===== src/rtl/bird_physics.sv =====
// Vertical flight physics for the bird sprite: flap edge capture,
// gravity, ceiling clamp and floor death, advanced once per game tick.
module bird_physics #(
    parameter int POS_W   = 10,
    parameter int VEL_W   = 6,
    parameter int MIN_Y   = 45,
    parameter int MAX_Y   = 426,
    parameter int HEIGHT  = 19,
    parameter int START_Y = 235,
    parameter int GRAVITY = 1,
    parameter int FLAP_V  = 6,
    parameter int VMAX    = 8
) (
    input  logic             game_clk,
    input  logic             rst,
    input  logic             tick,
    input  logic             btnup,
    input  logic             restart,
    output logic [POS_W-1:0] bird_pic_t,
    output logic [POS_W-1:0] bird_pic_b,
    output logic [VEL_W-1:0] vel,
    output logic [1:0]       state,
    output logic             hit_floor
);

    localparam int AW = POS_W + 2;

    localparam logic signed [AW-1:0] GRAV_S = AW'(GRAVITY);
    localparam logic signed [AW-1:0] FLAP_S = AW'(-FLAP_V);
    localparam logic signed [AW-1:0] VMAX_S = AW'(VMAX);
    localparam logic signed [AW-1:0] MIN_S  = AW'(MIN_Y);
    localparam logic signed [AW-1:0] MAX_S  = AW'(MAX_Y);
    localparam logic signed [AW-1:0] HGT_S  = AW'(HEIGHT);

    localparam logic [POS_W-1:0] START_P = POS_W'(START_Y);
    localparam logic [POS_W-1:0] MIN_P   = POS_W'(MIN_Y);
    localparam logic [POS_W-1:0] FLOOR_P = POS_W'(MAX_Y - HEIGHT);

    typedef enum logic [1:0] {
        IDLE = 2'd0,
        FLY  = 2'd1,
        DEAD = 2'd2
    } state_t;

    state_t            state_q, state_d;
    logic [POS_W-1:0]  y_q, y_d;
    logic [VEL_W-1:0]  vel_q, vel_d;
    logic              pend_q;
    logic              btn_q;
    logic              hit_q, hit_d;

    logic              btn_edge;
    logic              flap;
    logic signed [AW-1:0] vel_ext, vel_inc, vel_new, y_new;

    assign btn_edge = btnup & ~btn_q;
    assign flap     = pend_q | btn_edge;

    // Position uses the freshly computed velocity, evaluated wide enough
    // that neither the ceiling nor the floor comparison can wrap.
    always_comb begin
        vel_ext = {{(AW-VEL_W){vel_q[VEL_W-1]}}, vel_q};
        vel_inc = vel_ext + GRAV_S;
        if (flap)
            vel_new = FLAP_S;
        else if (vel_inc > VMAX_S)
            vel_new = VMAX_S;
        else
            vel_new = vel_inc;
        y_new   = $signed({2'b00, y_q}) + vel_new;
        state_d = FLY;
        hit_d   = 1'b0;
        y_d     = y_new[POS_W-1:0];
        vel_d   = vel_new[VEL_W-1:0];
        if (y_new < MIN_S) begin
            y_d   = MIN_P;
            vel_d = '0;
        end else if (y_new + HGT_S > MAX_S) begin
            y_d     = FLOOR_P;
            vel_d   = '0;
            state_d = DEAD;
            hit_d   = 1'b1;
        end
    end

    always_ff @(posedge game_clk or posedge rst) begin
        if (rst) begin
            state_q <= IDLE;
            y_q     <= START_P;
            vel_q   <= '0;
            pend_q  <= 1'b0;
            btn_q   <= 1'b0;
            hit_q   <= 1'b0;
        end else begin
            btn_q <= btnup;
            hit_q <= 1'b0;
            unique case (state_q)
                IDLE, FLY: begin
                    if (tick && (state_q == FLY || flap)) begin
                        state_q <= state_d;
                        y_q     <= y_d;
                        vel_q   <= vel_d;
                        hit_q   <= hit_d;
                        pend_q  <= 1'b0;
                    end else if (btn_edge) begin
                        pend_q <= 1'b1;
                    end
                end
                DEAD: begin
                    if (restart) begin
                        state_q <= IDLE;
                        y_q     <= START_P;
                        vel_q   <= '0;
                        pend_q  <= 1'b0;
                    end
                end
                default: state_q <= IDLE;
            endcase
        end
    end

    assign bird_pic_t = y_q;
    assign bird_pic_b = y_q + POS_W'(HEIGHT - 1);
    assign vel        = vel_q;
    assign state      = state_q;
    assign hit_floor  = hit_q;

endmodule


===== config.mk =====
export PLATFORM = sky130hd
export DESIGN_NAME = bird_physics
export DESIGN_NICKNAME = d
export VERILOG_FILES = /design/src/rtl/bird_physics.sv
export SDC_FILE = /design/constraint.sdc
export NUM_CORES = 1
export LEC_CHECK = 0
export ABC_AREA = 1
export ABC_CLOCK_PERIOD_IN_PS = 4700
export BUFFER_PORTS_ARGS = -buffer_cell sky130_fd_sc_hd__buf_2
export CORE_ASPECT_RATIO = 0.8
export CORE_UTILIZATION = 32
export DETAILED_ROUTE_END_ITERATION = 12
export PLACE_DENSITY = 0.51
export SYNTH_ARGS = -nofsm -noshare
export SYNTH_HDL_FRONTEND = slang
export SYNTH_SLANG_ARGS = --single-unit

===== constraint.sdc =====
create_clock -name game_clk -period 4.7 [get_ports game_clk]
set_input_delay 0 -clock game_clk [delete_from_list [all_inputs] [get_ports game_clk]]
set_output_delay 0 -clock game_clk [all_outputs]
set_load 0.02 [all_outputs]

==> impl_metrics.tcl, run 1 <==
set metrics [dict create \
    final_area_sq_um 2620 \
    seq_area_frac_synth_pct 23.5 \
    buffers_plus_inverters_on_the_worst_setup_path 2 \
    reg2reg_slack_ns 0.62 \
    post_synth_main_area_contributors "dfrtp_1 17%, nand2_1 11%, ha_1 8.8%" \
    clk_path_buf_depth 2 \
    layout-drive-gt1-share_pct 27.0 \
    worst_setup_path_end_kind "flip-flop" \
    worstPathArrival_ns 4.21 \
    tritoncts.num_buffers 3 \
    detailedRoute.firstIterationViolations 60 \
    overflow_left_after_global_routing 0 \
    number_of_enable_type_register_cells_in_the_synthesized_netlist 0 \
    worst_r2r_endpoint "vel[4]$_DFFE_PP0P_" \
    layout.cells.most_common_list "69 x nand2_1, 47 x inv_1, 33 x buf_2" \
    syn-cell-area_sq_um 2270 \
    floorplan.die_area_sq_um 7440 \
    grt_pass1_vias 1866 \
    postCtsSetupBuffers 0 \
    vias 2080 \
    post-synth-top-area-cell "dfrtp_1" \
    ys.flop_type "dfrtp_1" \
    portBuffers 33 \
    clock-sinks 21 \
    rows 27 \
    antenna_cells 0 \
    totalWireLength_microns 5920 \
    drc 0 \
    dpl-instance-area_sq_um 2530 \
    grt_first_pass_wirelength_microns 9510 \
    timing.hold.worst.start "btnup" \
    groute.usage.overall_pct 16.7 \
    ctsRootBufferMaster "clkbuf_8" \
    drt-vias-per-instance 4.71 \
    htreeDepth 1 \
    setup_viol 0 \
    antenna_violations_before_repair 0 \
    dp_hpwl_microns 4800 \
    fin_worst_hold_slack_ns 0.390 \
    synth_top_cell_area_share_pct 16.5 \
    finalCritPeriodShare_pct 86.7 \
    critPathLaunchType "flip-flop" \
    grt_max_degree 22 \
    cts_tree "yes" \
    setup_total_negative_slack_ns 0 \
    hold_path_depth 2 \
    reg2regPathDepth 25 \
    rr_startpoint "vel[0]$_DFFE_PP0P_" \
    final.min_clock_period_ns 4.08 \
    area_added_between_synthesis_and_finish_pct 15.4 \
    finalWeightedCongestion 0.754 \
    critical_path.max_fanout 6 \
    syn_inst 316 \
    critical_path_class "flip-flop to flip-flop" \
    firstDrtPassIters 4 \
    mappedNetlistNets 338 \
    synth_cell_types 40 \
    critical_path.max_stage_delay_ns 0.49 \
    hold_violation_total_from_the_final_report 0 \
    synth.yosys.warnings 0 \
    die_width_microns 96.2 \
    maxSlewHeadroom_pct 43.2 \
    worst_hold_path.endpoint "btn_q$_DFF_PP0_" \
    rsz_0062_raised_after_global_routing "false" \
    layout_commonest_cell "nand2_1" \
    slew_at_the_pin_closest_to_its_max_slew_limit_ns 0.850 \
    fmax_mhz 245 \
    clkSlewWorstSetupHoldPaths_ns 0.08 \
    timing.critical_path.required_ns 4.83 \
    num-nets-final 378 \
    min-delay-path-class "input port to flip-flop" \
    path_delay_family "simple AND/OR/NAND/NOR gates" \
    run_status "completed" \
    syn-mean-instance-area_sq_um 7.18 \
    clk_latency_ns 0.26 \
    synth_seq_cells 21 \
    timing_max_transition_violations_final 0 \
    cap_viol_max_count 0 \
    io-pin-count 34 \
    die_height_microns 77.3 \
    drt.antenna.violating_nets 0 \
    finClkSkew_ns 0.00194 \
    timing.critical_path.slowest_stage_cell "fa_1" \
    initial_cell_density_of_the_core_pct 33.1 \
    post_drt_wl_per_cell_microns 13.4 \
    coreArea_sq_um 6860 \
    ys_async_sr_fraction_pct 100 \
]
metal layers:
metal | routed length (microns) | vias up | GRT usage (%) | share of wire [%]
li1 | - | 1100 | - | -
met1 | 3300 | 941 | 26.1 | 56
met2 | 2400 | 35 | 24.2 | 41
met3 | 194 | 4 | 2.78 | 3.3
met4 | 25 | 0 | 1.79 | 0.42
met5 | 0 | - | 0 | 0
how the worst max path moves through the flow:
stage	startpoint	endpoint	cells after the start
2_1_floorplan	vel[0]$_DFFE_PP0P_	vel[0]$_DFFE_PP0P_	22
3_3_place_gp	vel[0]$_DFFE_PP0P_	vel[3]$_DFFE_PP0P_	25
3_5_place_dp	vel[0]$_DFFE_PP0P_	vel[4]$_DFFE_PP0P_	25
4_1_cts	vel[0]$_DFFE_PP0P_	vel[4]$_DFFE_PP0P_	25
5_1_grt	vel[0]$_DFFE_PP0P_	bird_pic_t[3]$_DFFE_PP1P_	26
6_report	vel[0]$_DFFE_PP0P_	vel[4]$_DFFE_PP0P_	25
kinds of logic after synthesis:
group / Yosys count / synth area share [%]
compound gates: 40 / 12.5
xor+xnor: 14 / 7.06
fa+ha+maj: 17 / 9.70
buf+inv: 55 / 9.54
flops: 21 / 23.5
simple gates: 169 / 37.7
Yosys cell counts (2+ instances only):
cell type and n:
o21ai_0 7, nand4_1 10, a21oi_1 11, inv_2 3, o31ai_1 2, inv_1 47, o22ai_1 3, o21ai_1 3
xor2_1 10, nand3_2 7, nor2_1 29, a21oi_2 4, dfrtp_1 15, nand3_1 21, o21bai_1 2, nor2_2 3
xnor2_1 2, nand2_1 69, nor3_1 2, nand2_4 5, dfstp_2 6, nand2_2 18, ha_1 16, o22ai_2 5
repair_timing:
item / CTS / global route
gates resized for setup: 0 / 0
setup endpoints to repair: 0 / 0
hold buffers: 4 / 0
endpoints found under the hold margin: 18 / 0
flip-flops by register name, summed over array words and instances (netlist names):
register,count
pend_q,1
bird_pic_t,10
hit_floor,1
btn_q,1
vel,6
state,2
per-stage QoR:
step	utilization, %	worst slack (ns)	instances
2_1_floorplan	-	1.05	316
3_3_place_gp	37.0	0.815	434
3_5_place_dp	37.0	0.703	434
4_1_cts	38.2	0.666	442
5_1_grt	38.2	0.232	442
6_report	38.2	0.624	442
final cells by class:
class	count	area, sq um
sequential	21	533
timing repair buffer	38	213
clock buffer	4	45.0
fill	736	4240
tap	87	109
multi-input combinational	240	1520
inverter	52	200
Power of run 1 is not shown: default switching activity piles up to over one toggle a cycle in this logic, so the estimate is an artifact.
==> run 2, diff against run 1 <==
--- a/config.mk
+++ b/config.mk
@@ -7,11 +7,11 @@
 export LEC_CHECK = 0
 export ABC_AREA = 1
 export ABC_CLOCK_PERIOD_IN_PS = 4700
-export BUFFER_PORTS_ARGS = -buffer_cell sky130_fd_sc_hd__buf_2
 export CORE_ASPECT_RATIO = 0.8
-export CORE_UTILIZATION = 32
+export CORE_UTILIZATION = 56
 export DETAILED_ROUTE_END_ITERATION = 12
-export PLACE_DENSITY = 0.51
+export DONT_BUFFER_PORTS = 1
+export PLACE_DENSITY = 0.72
 export SYNTH_ARGS = -nofsm -noshare
 export SYNTH_HDL_FRONTEND = slang
 export SYNTH_SLANG_ARGS = --single-unit
==> run 2 against run 1 <==
  * Via count decreased by 0.34%
  * Flip-flop and latch count unchanged
  * Global-route usage is 9.7 points higher
  * Design area down 7.8%
  * Clock-buffer cell count unchanged
  * Critical endpoint is now vel[1]$_DFFE_PP0P_
  * Largest cell class unchanged
==> impl_metrics.tcl, run 2 (same netlist as run 1, synthesis figures left out) <==
set metrics [dict create \
    drt-vias-per-instance 5.50 \
    antenna_cells 0 \
    grt_max_degree 22 \
    finalWeightedCongestion 0.898 \
    reg2regPathDepth 24 \
    finalCritPeriodShare_pct 89.3 \
    run_status "completed" \
    setup_viol 0 \
    layout.cells.most_common_list "69 x nand2_1, 47 x inv_1, 29 x nor2_1" \
    multi_input_area_sq_um 1520 \
    post_drt_wl_per_cell_microns 14.3 \
    timing.critical_path.required_ns 4.83 \
    final-seq-area_sq_um 533 \
    grt_first_pass_wirelength_microns 8670 \
    finish.utilization_pct 63.1 \
    setup_total_negative_slack_ns 0 \
    die_height_microns 58.9 \
    cap_viol_max_count 0 \
    num-nets-final 345 \
    maxSlewHeadroom_pct 47.8 \
    critical_path_class "flip-flop to flip-flop" \
    postCtsSetupBuffers 0 \
    hold_path_depth 3 \
    layout-drive-gt1-share_pct 19.6 \
    fillerInstances 374 \
    io-pin-count 34 \
    tritoncts.num_buffers 3 \
    largest_reg_flops 10 \
    portBuffers 0 \
    min-delay-path-class "input port to flip-flop" \
    firstDrtPassIters 5 \
    grt_use_met1_pct 40.6 \
    coreArea_sq_um 3830 \
    rsz_0062_raised_after_global_routing "false" \
    critPathLaunchType "flip-flop" \
    fmax_mhz 238 \
    grtUsageMet2_pct 39.9 \
    detailedRoute.firstIterationViolations 140 \
    worstPathArrival_ns 4.32 \
    critical_path.max_fanout 6 \
    antenna_violations_before_repair 0 \
    groute.usage.overall_pct 26.4 \
    cts_tree "yes" \
    drt.antenna.violating_nets 0 \
    vias 2073 \
    area_added_between_synthesis_and_finish_pct 6.39 \
    dp_hpwl_microns 4340 \
    overflow_left_after_global_routing 0 \
    clk_latency_ns 0.26 \
    rows 20 \
    initial_cell_density_of_the_core_pct 59.3 \
    grt_pass1_vias 1824 \
    clk_path_buf_depth 2 \
    finClkSkew_ns 0.00104 \
    floorplan.die_area_sq_um 4310 \
    final.min_clock_period_ns 4.20 \
    layout_commonest_cell "nand2_1" \
    totalWireLength_microns 5380 \
    clock-sinks 21 \
    hold_violation_total_from_the_final_report 0 \
    ctsRootBufferMaster "clkbuf_8" \
    htreeDepth 1 \
    worst_setup_path_end_kind "flip-flop" \
    timing_max_transition_violations_final 0 \
    die_width_microns 73.2 \
    drc 0 \
    met3_usage_pct 3.60 \
    slew_at_the_pin_closest_to_its_max_slew_limit_ns 0.783 \
    clkSlewWorstSetupHoldPaths_ns 0.07 \
    grt-busiest-layer "met1" \
]
run 2: changes by cell type in the layout (fill, tap and decap cells not counted):
| cell | previous run | this run |
|---|---|---|
| buf_2 | 33 | 0 |
run 2: final timing paths:
| kind | startpoint | to | slack [ns] |
|---|---|---|---|
| min in group asynchronous | rst | pend_q$_DFFE_PP0P_ | 0.34 |
| setup reg to reg | vel[0]$_DFFE_PP0P_ | vel[1]$_DFFE_PP0P_ | 0.50 |
| setup / recovery | vel[0]$_DFFE_PP0P_ | vel[1]$_DFFE_PP0P_ | 0.50 |
| hold / removal | tick | pend_q$_DFFE_PP0P_ | 0.02 |
| max in group asynchronous | rst | bird_pic_t[9]$_DFFE_PP0P_ | 3.88 |
| hold reg to reg | pend_q$_DFFE_PP0P_ | pend_q$_DFFE_PP0P_ | 0.51 |
run 2: metrics by stage:
| stage | hold slack, ns | setup WS (ns) | instance area (sq um) | cells |
|---|---|---|---|---|
| finish | 0.0236 | 0.504 | 2410 | 377 |
| global route | 0.0626 | 0.0888 | 2410 | 377 |
| CTS | 0.0233 | 0.531 | 2410 | 377 |
| detailed placement | 0.0315 | 0.548 | 2330 | 369 |
| global placement | 0.0315 | 0.679 | 2330 | 369 |
| floorplan | -0.0279 | 1.05 | 2270 | 316 |
run 2: final cells by class:
| type | instances | area share [%] |
|---|---|---|
| multi-input combinational | 240 | 63.0 |
| sequential | 21 | 22.1 |
| inverter | 52 | 8.29 |
| tap | 55 | 2.85 |
| timing repair buffer | 5 | 1.97 |
| clock buffer | 4 | 1.87 |
run 2: worst max-delay path, cell delays in order, from the launching register on:
cell and delay (ns):
dfrtp_1 0.57, ha_1 0.25, nand3_1 0.13, nor2_1 0.12, nor2_1 0.05, o21ai_0 0.35, nand3_1 0.15, nor2_1 0.18
ha_1 0.28, fa_1 0.48, inv_1 0.14, ha_1 0.20, nor2_1 0.06, nand3_1 0.11, nand2_1 0.08, nand2_1 0.08
nor2_1 0.06, nand2_1 0.08, nor2_1 0.05, a21oi_1 0.12, nand2_1 0.07, nand2_2 0.13, nand2_4 0.11, nand2_4 0.13
o22ai_2 0.07
run 2: per-layer routing:
layer  up-vias  share of wire (%)  routed length [microns]
li1       1047                  -                        -
met3         8                6.1                      330
met2        69                 42                     2280
met5         -                  0                        0
met1       949                 51                     2720
met4         0               0.86                       46
run 2: repair_timing:
action | 4_1_cts | 5_1_grt
endpoints found under the setup margin | 0 | 0
hold endpoints to repair | 18 | 0
hold buffers | 4 | 0
gates resized for setup | 0 | 0
Power of run 2 is left out for the same reason.
